$ cat src/rtl/syscall_unit.sv
// syscall_unit: executes the syscall instruction for the pipelined CPU.
// It latches the service code ($v0) and argument ($a0) when a syscall is
// accepted, holds the pipeline while it works, streams ASCII bytes to the
// console over a valid/ready interface and halts the CPU on exit.
module syscall_unit #(
    parameter logic [31:0] CODE_PRINT_INT  = 32'd1,
    parameter logic [31:0] CODE_EXIT       = 32'd10,
    parameter logic [31:0] CODE_PRINT_CHAR = 32'd11,
    parameter logic [31:0] CODE_PRINT_HEX  = 32'd34
) (
    input  logic        clk,
    input  logic        rst,
    input  logic        syscall_req,
    input  logic [31:0] pc,
    input  logic [31:0] v0,
    input  logic [31:0] a0,
    output logic        stall,
    output logic        syscall_done,
    output logic        tx_valid,
    input  logic        tx_ready,
    output logic [7:0]  tx_data,
    output logic        halted
);

    typedef enum logic [2:0] {
        IDLE,
        CONV,
        EMIT_DEC,
        EMIT_HEX,
        EMIT_CHAR,
        DONE,
        HALT
    } stateType;

    stateType    state;
    logic        isNeg;       // argument of PRINT_INT was negative
    logic [31:0] binShift;    // magnitude being shifted into the BCD register
    logic [39:0] bcdReg;      // ten BCD digits, most significant at the top
    logic [31:0] hexShift;    // remaining hex nibbles, next one at the top
    logic [4:0]  convCount;   // double-dabble shift index, 0..31
    logic [3:0]  bytesLeft;   // bytes still to present after the current one

    logic [31:0] magnitude;
    logic [39:0] adjBcd;
    logic [39:0] nextBcd;
    logic [3:0]  decDigits;
    logic [5:0]  alignShift;
    logic [39:0] alignedBcd;
    logic        knownCode;
    logic        txFire;
    logic        unusedPc;

    // pc only identifies the instruction in simulation traces; no logic here needs it.
    assign unusedPc = ^pc;

    // ASCII for one hex nibble, lowercase letters.
    function automatic logic [7:0] hexAscii(input logic [3:0] nib);
        return (nib < 4'd10) ? (8'h30 + {4'h0, nib}) : (8'h57 + {4'h0, nib});
    endfunction

    // Double-dabble correction: add 3 to every BCD digit that is 5 or more.
    function automatic logic [39:0] dabbleAdjust(input logic [39:0] bcdIn);
        logic [39:0] r;
        r = bcdIn;
        for (int i = 0; i < 10; i++) begin
            if (r[i*4 +: 4] >= 4'd5) begin
                r[i*4 +: 4] = r[i*4 +: 4] + 4'd3;
            end
        end
        return r;
    endfunction

    // Number of significant decimal digits; zero still counts as one digit.
    function automatic logic [3:0] digitCount(input logic [39:0] b);
        logic [3:0] n;
        n = 4'd1;
        for (int i = 1; i < 10; i++) begin
            if (b[i*4 +: 4] != 4'd0) begin
                n = 4'(i + 1);
            end
        end
        return n;
    endfunction

    // Conversion datapath: next double-dabble step and MSD-aligned final digits.
    always_comb begin
        // NOTE: every signal assigned here gets a value on every path, so no latch is inferred.
        magnitude  = a0[31] ? (~a0 + 32'd1) : a0;
        adjBcd     = dabbleAdjust(bcdReg);
        nextBcd    = {adjBcd[38:0], binShift[31]};
        decDigits  = digitCount(nextBcd);
        alignShift = {4'd10 - decDigits, 2'b00};
        alignedBcd = nextBcd << alignShift;
    end

    assign knownCode = (v0 == CODE_PRINT_INT) || (v0 == CODE_EXIT) ||
                       (v0 == CODE_PRINT_CHAR) || (v0 == CODE_PRINT_HEX);
    assign txFire    = tx_valid & tx_ready;

    // NOTE: done must be combinational so an unknown code releases the pipeline in its accept cycle.
    assign syscall_done = (state == DONE) ||
                          ((state == IDLE) && syscall_req && !knownCode);
    assign stall        = syscall_req & ~syscall_done;

    // Main FSM: accept, convert, emit bytes with handshake, finish or halt.
    always_ff @(posedge clk) begin
        // NOTE: state registers use non-blocking assignments so every update sees pre-edge values.
        if (rst) begin
            state     <= IDLE;
            tx_valid  <= 1'b0;
            tx_data   <= 8'h00;
            halted    <= 1'b0;
            isNeg     <= 1'b0;
            binShift  <= 32'd0;
            bcdReg    <= 40'd0;
            hexShift  <= 32'd0;
            convCount <= 5'd0;
            bytesLeft <= 4'd0;
        end else begin
            case (state)
                IDLE: begin
                    if (syscall_req) begin
                        if (v0 == CODE_PRINT_CHAR) begin
                            tx_valid <= 1'b1;
                            tx_data  <= a0[7:0];
                            state    <= EMIT_CHAR;
                        end else if (v0 == CODE_PRINT_HEX) begin
                            tx_valid  <= 1'b1;
                            tx_data   <= hexAscii(a0[31:28]);
                            hexShift  <= {a0[27:0], 4'h0};
                            bytesLeft <= 4'd7;
                            state     <= EMIT_HEX;
                        end else if (v0 == CODE_PRINT_INT) begin
                            isNeg     <= a0[31];
                            binShift  <= magnitude;
                            bcdReg    <= 40'd0;
                            convCount <= 5'd0;
                            state     <= CONV;
                        end else if (v0 == CODE_EXIT) begin
                            halted <= 1'b1;
                            state  <= HALT;
                        end
                    end
                end

                CONV: begin
                    bcdReg    <= nextBcd;
                    binShift  <= {binShift[30:0], 1'b0};
                    convCount <= convCount + 5'd1;
                    if (convCount == 5'd31) begin
                        // Last shift: present the first byte straight from the final digits.
                        tx_valid <= 1'b1;
                        state    <= EMIT_DEC;
                        if (isNeg) begin
                            tx_data   <= 8'h2D;
                            bcdReg    <= alignedBcd;
                            bytesLeft <= decDigits;
                        end else begin
                            tx_data   <= {4'h3, alignedBcd[39:36]};
                            bcdReg    <= {alignedBcd[35:0], 4'h0};
                            bytesLeft <= decDigits - 4'd1;
                        end
                    end
                end

                EMIT_DEC: begin
                    if (txFire) begin
                        if (bytesLeft == 4'd0) begin
                            tx_valid <= 1'b0;
                            state    <= DONE;
                        end else begin
                            tx_data   <= {4'h3, bcdReg[39:36]};
                            bcdReg    <= {bcdReg[35:0], 4'h0};
                            bytesLeft <= bytesLeft - 4'd1;
                        end
                    end
                end

                EMIT_HEX: begin
                    if (txFire) begin
                        if (bytesLeft == 4'd0) begin
                            tx_valid <= 1'b0;
                            state    <= DONE;
                        end else begin
                            tx_data   <= hexAscii(hexShift[31:28]);
                            hexShift  <= {hexShift[27:0], 4'h0};
                            bytesLeft <= bytesLeft - 4'd1;
                        end
                    end
                end

                EMIT_CHAR: begin
                    if (txFire) begin
                        tx_valid <= 1'b0;
                        state    <= DONE;
                    end
                end

                DONE: state <= IDLE;

                HALT: state <= HALT;

                default: state <= IDLE;
            endcase
        end
    end

endmodule

$ cat config.mk
export PLATFORM = sky130hd
export DESIGN_NAME = syscall_unit
export DESIGN_NICKNAME = d
export VERILOG_FILES = /design/src/rtl/syscall_unit.sv
export SDC_FILE = /design/constraint.sdc
export NUM_CORES = 1
export LEC_CHECK = 0
export CORE_ASPECT_RATIO = 0.75
export CORE_MARGIN = 10
export CORE_UTILIZATION = 41
export CTS_CLUSTER_SIZE = 28
export DETAILED_ROUTE_END_ITERATION = 7
export PLACE_DENSITY = 0.64
export SLEW_MARGIN = 20
export SYNTH_ARGS = -nofsm -noshare
export SYNTH_HDL_FRONTEND = slang
export SYNTH_SLANG_ARGS = --single-unit
$ cat constraint.sdc
create_clock -name clk -period 5.3 [get_ports clk]
set_input_delay 1.325 -clock clk [delete_from_list [all_inputs] [get_ports clk]]
set_output_delay 1.325 -clock clk [all_outputs]
set_load 0.01 [all_outputs]
Word-level counts from Yosys, hierarchy flattened
Cells that the tools add are included.

Flip-flop bits (word level): 127. Input port bits: 100.

Add/subtract/negate cells: 19. Order comparisons: 12. Eq/ne operators: 27. Shifts and indexed selects: 1. Mux-type cells: 83. Bitwise logic cells: 7. Reduce and logical (&&, ||, !) cells: 34.

Operators by type and width (number): two-way mux 32 bit (10); two-way mux 40 bit (8); case mux 32 bit (2 select lines) (2); case mux 40 bit (3 select lines) (1); two-way mux 4 bit (24); two-way mux 8 bit (10); equality test 32 x 4 -> 1 bit (second input constant) (2); nonzero test 4 bit (11); greater-or-equal comparator 4 x 3 -> 1 bit (second input constant) (10); left shift 40 x 6 -> 40 bit (1); adder 4 x 2 -> 4 bit (second input constant) (9); adder 32 x 1 -> 32 bit (second input constant) (1); equality test 32 x 1 -> 1 bit (second input constant) (1); equality test 32 x 6 -> 1 bit (second input constant) (1); NOT 32 bit (1); case mux 8 bit (4 select lines) (1); two-way mux 3 bit (10); two-way mux 5 bit (5); != test 2 bit (second input constant) (12); AND reduction 7 bit (3); AND reduction 6 bit (3); adder 7 x 4 -> 8 bit (first input constant) (2); case mux 3 bit (5 select lines) (1); adder 6 x 4 -> 7 bit (first input constant) (2); 29 further kinds (52).

Depth between registers and ports, before layout
Gate-level depths: netlist of the first run.

Depth after elaboration: 17. Gate-level depth with buffers: 20. Depth with buffers taken out: 17.

Worst setup path before layout of the first run
No wires, ideal clock.

Kind: input-to-output. Start point: input port v0[26]. End point: output port stall. Arrival: 2.938 ns. Path slack: 1.037 ns. Stages: 9. Buffers on the path: 1. Cell sequence: nor4_1 nand4_1 nor3_1 nand4_1 and2_1 clkbuf_1 nand2_1 o32ai_1 nor2_1.

Word-level cells in the longest chain between the ends: 9. Elaborated cells on any way between the ends: 12. Those cells by class: 4 x eq/ne; 2 x bitwise; 6 x reduce/logical.

Ends and longest elaborated chain: start, declared (line 15) `input logic [31:0] v0,`; equality test 32 x 1 -> 1 bit / equality test 32 x 4 -> 1 bit (equally long branches) (line 96) `assign knownCode = (v0 == CODE_PRINT_INT) || (v0 == CODE_EXIT) ||`; logical OR 1 bit (2 in a row) (line 96); logical OR 1 bit (*) (line 97) `(v0 == CODE_PRINT_CHAR) || (v0 == CODE_PRINT_HEX);`; zero test 1 bit (*) (line 102) `((state == IDLE) && syscall_req && !knownCode);`; logical AND 1 bit (*) (line 102); logical OR 1 bit (*) (line 101) `assign syscall_done = (state == DONE) ||`; via syscall_done (line 18) `output logic syscall_done,`; NOT 1 bit (*) (line 103) `assign stall = syscall_req & ~syscall_done;`; bitwise AND 1 bit (*) (line 103); end, declared (line 17) `output logic stall,`.

Mark *: on every way through the listed nets, which the timed path passes. The rest lies on a longest branch.

Worst setup path in the final report of the first run
Start point: input port v0[26]. End point: output port stall.

Word-level cells in the longest chain between the ends: 9. Elaborated cells on any way between the ends: 12. Those cells by class: 4 x eq/ne; 2 x bitwise; 6 x reduce/logical.

Ends and longest elaborated chain (line): equality test 32 x 1 -> 1 bit / equality test 32 x 4 -> 1 bit (equally long branches) (96); logical OR 1 bit (2 in a row) (96); logical OR 1 bit (*) (97); zero test 1 bit (*) (102); logical AND 1 bit (*) (102); logical OR 1 bit (*) (101); NOT 1 bit (*) (103); bitwise AND 1 bit (*) (103).

Every way passes the cells marked *; elsewhere a longest branch is shown, timed or not.

==> results.toml, run 1 <==
[flow_run]
max-cap-violations = 0

[critical_path]
cpPeakStageDelay_ps = 550
startpoint = "v0[26]"
r2r-end = "bcdReg[31]$_SDFFE_PP0P_"
cpMostUsedCell = "clkdlybuf4s50_1"
cp_max_fo = 3
reg2regPathDepth = 16
crit_type = "in -> out"
regToRegStartpoint = "bcdReg[20]$_SDFFE_PP0P_"
cp_data_required_time_ps = 3970
reg2reg_slack_ps = 480
critical_path.startpoint_type = "input pin"
crit_path_end_kind = "primary output"
path_cells = "clkdlybuf4s50_1 > nor4_1 > nand4_1 > nor3_2 > nor3_1 > and2_1 > nand2_1 > o32ai_1 > nor2_1 > clkdlybuf4s50_1"
crit_path_top_delay_cell = "clkdlybuf4s50_1"
cp-endpoint = "stall"
worstPathArrival_ps = 3740

[detailed_routing]
routed_wl_um = 40100
drt-vias-per-instance = 6.21
drtPass1Iterations = 5
drc = 0
drt_iter0_drc = 1351
wl_per_cell_um = 21.9
postRouteAntennaNets = 0
num_vias = 11373

[timing]
fin_crit_ps = 5060
fin_setup_tns_ps = 0
finClkSkew_ps = 13.3
fmax_ghz = 0.198
rsz0062_at_grt = "no"
fin_ws_ps = 240
relSlewSlack_pct = 35.8
worstMarginPinSlew_ps = 963
setup_viol = 0
min_period_over_period_pct = 95.5
finalHoldViolCount = 0
slew_viol_final = 0

[logic_synthesis]
ys_warn_count = 0
synthCells = 1414
synthArstFlopShare_pct = 0
syn_area_per_cell_um2 = 7.25
synth_area_um2 = 10300
synth_seq_cells = 123
yosysUniqueCellTypes = 99
synth_xor_area_share_pct = 4.11
synthAdderAreaFrac_pct = 3.54
synth_edf_count = 0
synth_top_family_by_area = "compound AO/OA/AOI/OAI gates"
synth_top_cell_by_area = "dfxtp_1"
ys.flop_type = "dfxtp_1"
synthMuxAreaShare_pct = 4.96
yosysTopAreaCellShare_pct = 24.0
synth_compound_area_share_pct = 33.7
yosysSeqAreaShare_pct = 24.0
synthTopCellsByArea = "dfxtp_1 (24%), nor2_1 (6.2%), nand2_1 (6.0%)"
synthSimpleGateAreaFrac_pct = 23.3
synth_fp_nets = 1543

[global_routing]
antenna_found_initial = 0
globalRouteOverflowTotal = 0
grt_max_degree = 78
first_global_vias = 10345
track_usage_pct = 24.7
grt_pass1_wl_um = 62100

[clock_tree]
ctsLongestPathBuffers = 2
hold_buffers = 0
cts_htree_levels = 4
cts_sinks = 123
insertion_delay_ps = 440
cts_tree = "done"
cts_made_buffers = 17
clkSlewWorstSetupHoldPaths_ps = 60
cts_root_buffer = "clkbuf_16"

[cells_and_area]
fin_util_pct = 49.2
antenna_cells = 0
drive_gt1_share_pct = 9.71
area_growth_syn_to_layout_pct = 18.7
nFillCells = 2507
nets = 1609

[status]
outcome = "finished clean"

[power]
total_power_mw = 2.29
p_per_area_nw_per_um2 = 188
leakage_nw = 4.43
ir_drop_mv = 0.217

[place]
hpwlAfterDp_um = 29500
finalWeightedCongestion = 1.00
port_buffers = 79
place_ws_ps = 236

[floorplan]
io_pins = 112
core_area_um2 = 24800
rows = 50
dieArea_um2 = 31800
start_util_pct = 41.4
die_height_um = 157
dieWidth_um = 203

[hold_path]
holdPathStages = 2
hold_class = "reg -> reg"
## cell usage after synthesis, types with 6 or more instances
cell        n
ha_1       29
or3_1      11
nor3_1     30
o31ai_1    16
a31oi_1    21
buf_6       7
buf_2      16
a221oi_1   14
inv_1      43
nor2b_1     7
o21ai_0    75
clkbuf_1   74
nand2_1   163
a22oi_1    18
nand2b_1   23
dfxtp_1   123
o21ai_1    16
nand3_1    40
and3_1     13
a211oi_1   70
a21o_1      7
o211ai_1   31
nor4_1      9
xor2_1     22
mux2i_1    43
nor2_1    169
nor3b_1    11
o22ai_1    17
a21oi_1   115
o21a_1      6
a32oi_1     6
a311oi_1   10
and2_1     10
o221ai_1    7
xnor2_1    23
## cells in the final DEF (no fill, tap or decap), drive strengths merged, types with 6 or more instances in the layout
cell           Yosys  layout
nor4               9       9
a221oi            17      17
dfxtp            123     123
a311oi            10      10
and2              10      10
a31oi             21      21
nor3b             11      11
o221ai             7       7
nor3              33      33
xnor2             23      23
nor2b              7       7
a22oi             18      18
nand4              6       6
inv               46      52
o211ai            32      32
or3               11      11
xor2              23      23
nand2            164     164
o21ai             95      95
a32oi              6       6
nor2             170     170
and3              13      13
clkbuf            74      19
clkinv             2       6
o31ai             17      17
a211oi            71      71
mux2i             43      43
nand3             40      40
a21o               7       7
o22ai             17      17
nand2b            23      23
clkdlybuf4s50      0      78
o21a               6       6
ha                29      29
a21oi            116     116
buf               28      71
## layer usage
| layer | part of all wire, % | global-route usage, % | up-vias | wire (um) |
|---|---|---|---|---|
| met5 | 0 | 0 | - | 0 |
| met4 | 1.0 | 4.96 | 0 | 421 |
| met3 | 11 | 6.74 | 39 | 4350 |
| met2 | 39 | 33.4 | 537 | 15600 |
| met1 | 49 | 37.4 | 5418 | 19800 |
| li1 | - | - | 5379 | - |
## flip-flops by register name, indices dropped and copies added (netlist names)
| signal | count |
|---|---|
| bcdReg | 40 |
| bytesLeft | 4 |
| tx_valid | 1 |
| convCount | 5 |
| tx_data | 8 |
| isNeg | 1 |
| halted | 1 |
| hexShift | 28 |
| state | 3 |
| binShift | 32 |
## power breakdown
part / leakage (nW) / internal, mW / switching (mW)
Clock: 0.284 / 0.704 / 0.507
Sequential: 0.990 / 0.924 / 0.00000000459
Combinational: 3.15 / 0.0751 / 0.0838
## critical path: cells and delay by family
family / cells / cell delay (ps)
buffers and inverters: 2 / 950
AOI/OAI and AO/OA: 1 / 110
and+or+nand+nor: 7 / 1370
## cells by family after synthesis
kind of cell / count (synthesis)
compound gates: 501
xor+xnor: 46
fa+ha+maj: 29
buf+inv: 150
flops: 123
mux: 49
simple gates: 516
## repair_timing
action                                  CTS  global route
setup buffers                             0             0
endpoints found under the hold margin     0             0
endpoints found under the setup margin    0             1
gates resized for setup                   0             2
## worst min-delay path by stage
stage	from	endpoint	slack, ps
after detailed placement	binShift[0]$_SDFFE_PP0P_	binShift[0]$_SDFFE_PP0P_	450
after floorplan	binShift[0]$_SDFFE_PP0P_	binShift[0]$_SDFFE_PP0P_	430
after CTS	binShift[0]$_SDFFE_PP0P_	binShift[0]$_SDFFE_PP0P_	460
after global placement	binShift[0]$_SDFFE_PP0P_	binShift[0]$_SDFFE_PP0P_	440
after global routing	binShift[1]$_SDFFE_PP0P_	binShift[1]$_SDFFE_PP0P_	480
final	binShift[0]$_SDFFE_PP0P_	binShift[0]$_SDFFE_PP0P_	460
## cell type report
type	count	area (um^2)	area share, %
clock buffer	19	433	3.55
clock inverter	13	155	1.27
inverter	48	181	1.49
multi-input combinational	1141	7170	58.9
sequential	123	2460	20.2
tap	338	423	3.47
timing repair buffer	149	1350	11.1
## metrics by stage
stage                     hold slack [ps]  std cells  cell area, um^2
final                                 455       1831            12200
after global routing                  478       1831            12200
after CTS                             457       1831            12200
after detailed placement              449       1799            11600
after global placement                442       1799            11600
after floorplan                       432       1414            10300
(Power assumes the default switching activity.)
==> run 2, diff against run 1 <==
GPL_TIMING_DRIVEN = 0   (was unset)
==> run 2 against run 1 <==
  * Die area did not move
  * Clock skew fell by 3.5 ps
  * Core utilization decreased by 0.16 points
  * Global-route usage rose by 4.7 points
  * Critical path depth increased by 9
  * Fmax shrank 2.9%
  * First-iteration DRC count is 25% higher
  * Highest routed layer unchanged
==> results.toml, run 2 (same netlist as run 1, synthesis figures left out) <==
[critical_path]
path_cells = "inv_1 > ha_1 > nor2b_1 > o21bai_2 > mux2i_1 > and4_1 > a221oi_4 > buf_4 > nor2_2 > buf_4 > clkbuf_4 > ha_2 > xor2_4 > and2_1 > buf_6 > buf_2 > a22oi_1 > a221oi_1 > nor2_1"
cp_data_required_time_ps = 5600
critical_path.startpoint_type = "flip-flop"
crit_path_top_delay_cell = "mux2i_1"
crit_path_end_kind = "flip-flop"
crit_type = "reg -> reg"
cpMostUsedCell = "buf_4"
cp_max_fo = 10
reg2regPathDepth = 19
cpPeakStageDelay_ps = 500
worstPathArrival_ps = 5510

[clock_tree]
cts_root_buffer = "clkbuf_16"
cts_sinks = 123
cts_made_buffers = 17
cts_tree = "done"
ctsLongestPathBuffers = 2
insertion_delay_ps = 440
clkSlewWorstSetupHoldPaths_ps = 60
hold_buffers = 0
cts_htree_levels = 4

[global_routing]
grt_pass1_wl_um = 71500
antenna_found_initial = 0
first_global_vias = 11089
globalRouteOverflowTotal = 0
track_usage_pct = 29.4
grt_max_degree = 17

[timing]
fin_crit_ps = 5210
fin_ws_ps = 87.3
finalHoldViolCount = 0
fin_setup_tns_ps = 0
fmax_ghz = 0.192
relSlewSlack_pct = 17.6
rsz0062_at_grt = "no"
worstMarginPinSlew_ps = 1230
slew_viol_final = 0
setup_viol = 0
finClkSkew_ps = 9.81
min_period_over_period_pct = 98.4

[power]
p_per_area_nw_per_um2 = 185
leakage_nw = 4.37
p_int_mw = 1.70
swShare_pct = 24.0
p_sw_uw = 540
total_power_mw = 2.24
ir_drop_mv = 0.240
clockPowerShare_pct = 51.2
combPwrFrac_pct = 7.6
power_frac_seq_pct = 41.2

[cells_and_area]
area_growth_syn_to_layout_pct = 18.4
drive_gt1_share_pct = 7.59
largest_register_ffs = 40
nets = 1647
antenna_cells = 0
fin_util_pct = 49.0
final_cell_mix = "nor2_1 (169), nand2_1 (162), dfxtp_1 (122)"
largestRegisters = "bcdReg: 40 flops, binShift: 32 flops, hexShift: 28 flops"
nFillCells = 2574
regMostFlops = "bcdReg"
final_common_cell = "nor2_1"
final_cells = 1867

[floorplan]
rows = 50
core_area_um2 = 24800
dieArea_um2 = 31800
start_util_pct = 41.4
io_pins = 112
dieWidth_um = 203
die_height_um = 157

[detailed_routing]
drc = 0
drtPass1Iterations = 6
wl_per_cell_um = 25.5
drt_iter0_drc = 1686
routed_wl_um = 47600
postRouteAntennaNets = 0
drt-vias-per-instance = 6.48
num_vias = 12105

[place]
hpwlAfterDp_um = 37200
place_ws_ps = -222
finalWeightedCongestion = 1.10
port_buffers = 77
dp.cells = 1829

[hold_path]
holdPathStages = 2
hold_class = "reg -> reg"

[status]
outcome = "finished clean"

[flow_run]
max-cap-violations = 0
==> run 2: changes by cell type in the layout (fill, tap and decap cells not counted), sizes merged <==
cell	change
clkbuf	+77
inv	-6
dlymetal6s2s	+1
buf	-36
clkdlybuf4s50	-2
clkinv	+2
==> run 2: final timing paths <==
check                                               from                       end  slack (ps)
worst min-delay path            binShift[4]$_SDFFE_PP0P_  binShift[4]$_SDFFE_PP0P_         460
worst max-delay path             bcdReg[12]$_SDFFE_PP0P_   bcdReg[39]$_SDFFE_PP0P_          90
worst max register to register   bcdReg[12]$_SDFFE_PP0P_   bcdReg[39]$_SDFFE_PP0P_          90
worst min register to register  binShift[4]$_SDFFE_PP0P_  binShift[4]$_SDFFE_PP0P_         460
==> run 2: routing by layer <==
layer	up-vias	part of all wire (%)	GRT usage, %
met4	0	2.4	8.36
met1	5780	47	43.5
li1	5441	-	-
met5	-	0	0
met2	796	38	38.8
met3	88	13	9.47
==> run 2: power groups by stage <==
stage	sequential, mW	combinational, mW	clock, mW
floorplan	0.945	0.0682	0
finish	0.925	0.171	1.15
CTS	0.925	0.166	1.15
global placement	0.945	0.164	0
detailed placement	0.945	0.166	0
global route	0.924	0.182	1.19
==> run 2: through the flow <==
| stage | area [um^2] | hold WS (ps) |
|---|---|---|
| global route | 12100 | 477 |
| detailed placement | 11500 | 448 |
| floorplan | 10300 | 432 |
| CTS | 12000 | 456 |
| finish | 12100 | 459 |
| global placement | 11500 | 441 |
==> run 2: what timing repair did <==
item,in CTS,in global routing
resized for setup,5,17
pin swaps,1,3
endpoints found under the setup margin,11,39
setup buffers,1,7
==> run 2: worst max-delay path, delay by kind of cell (launching register included) <==
family	cells	cell delay (ps)
compound gates	4	900
xor+xnor	1	290
fa+ha+maj	2	510
buf+inv	6	1390
flops	1	410
mux	1	500
simple gates	5	1040
==> run 2: final cells by class <==
class,instances,area [um^2],area share (%)
repair buffers,85,833,6.86
clock inverters,9,97.6,0.804
well taps,338,423,3.48
inverters,48,181,1.49
flip-flops and latches,123,2460,20.3
multi-input cells,1141,7210,59.4
clock buffers,21,460,3.79
plain buffers,102,475,3.92
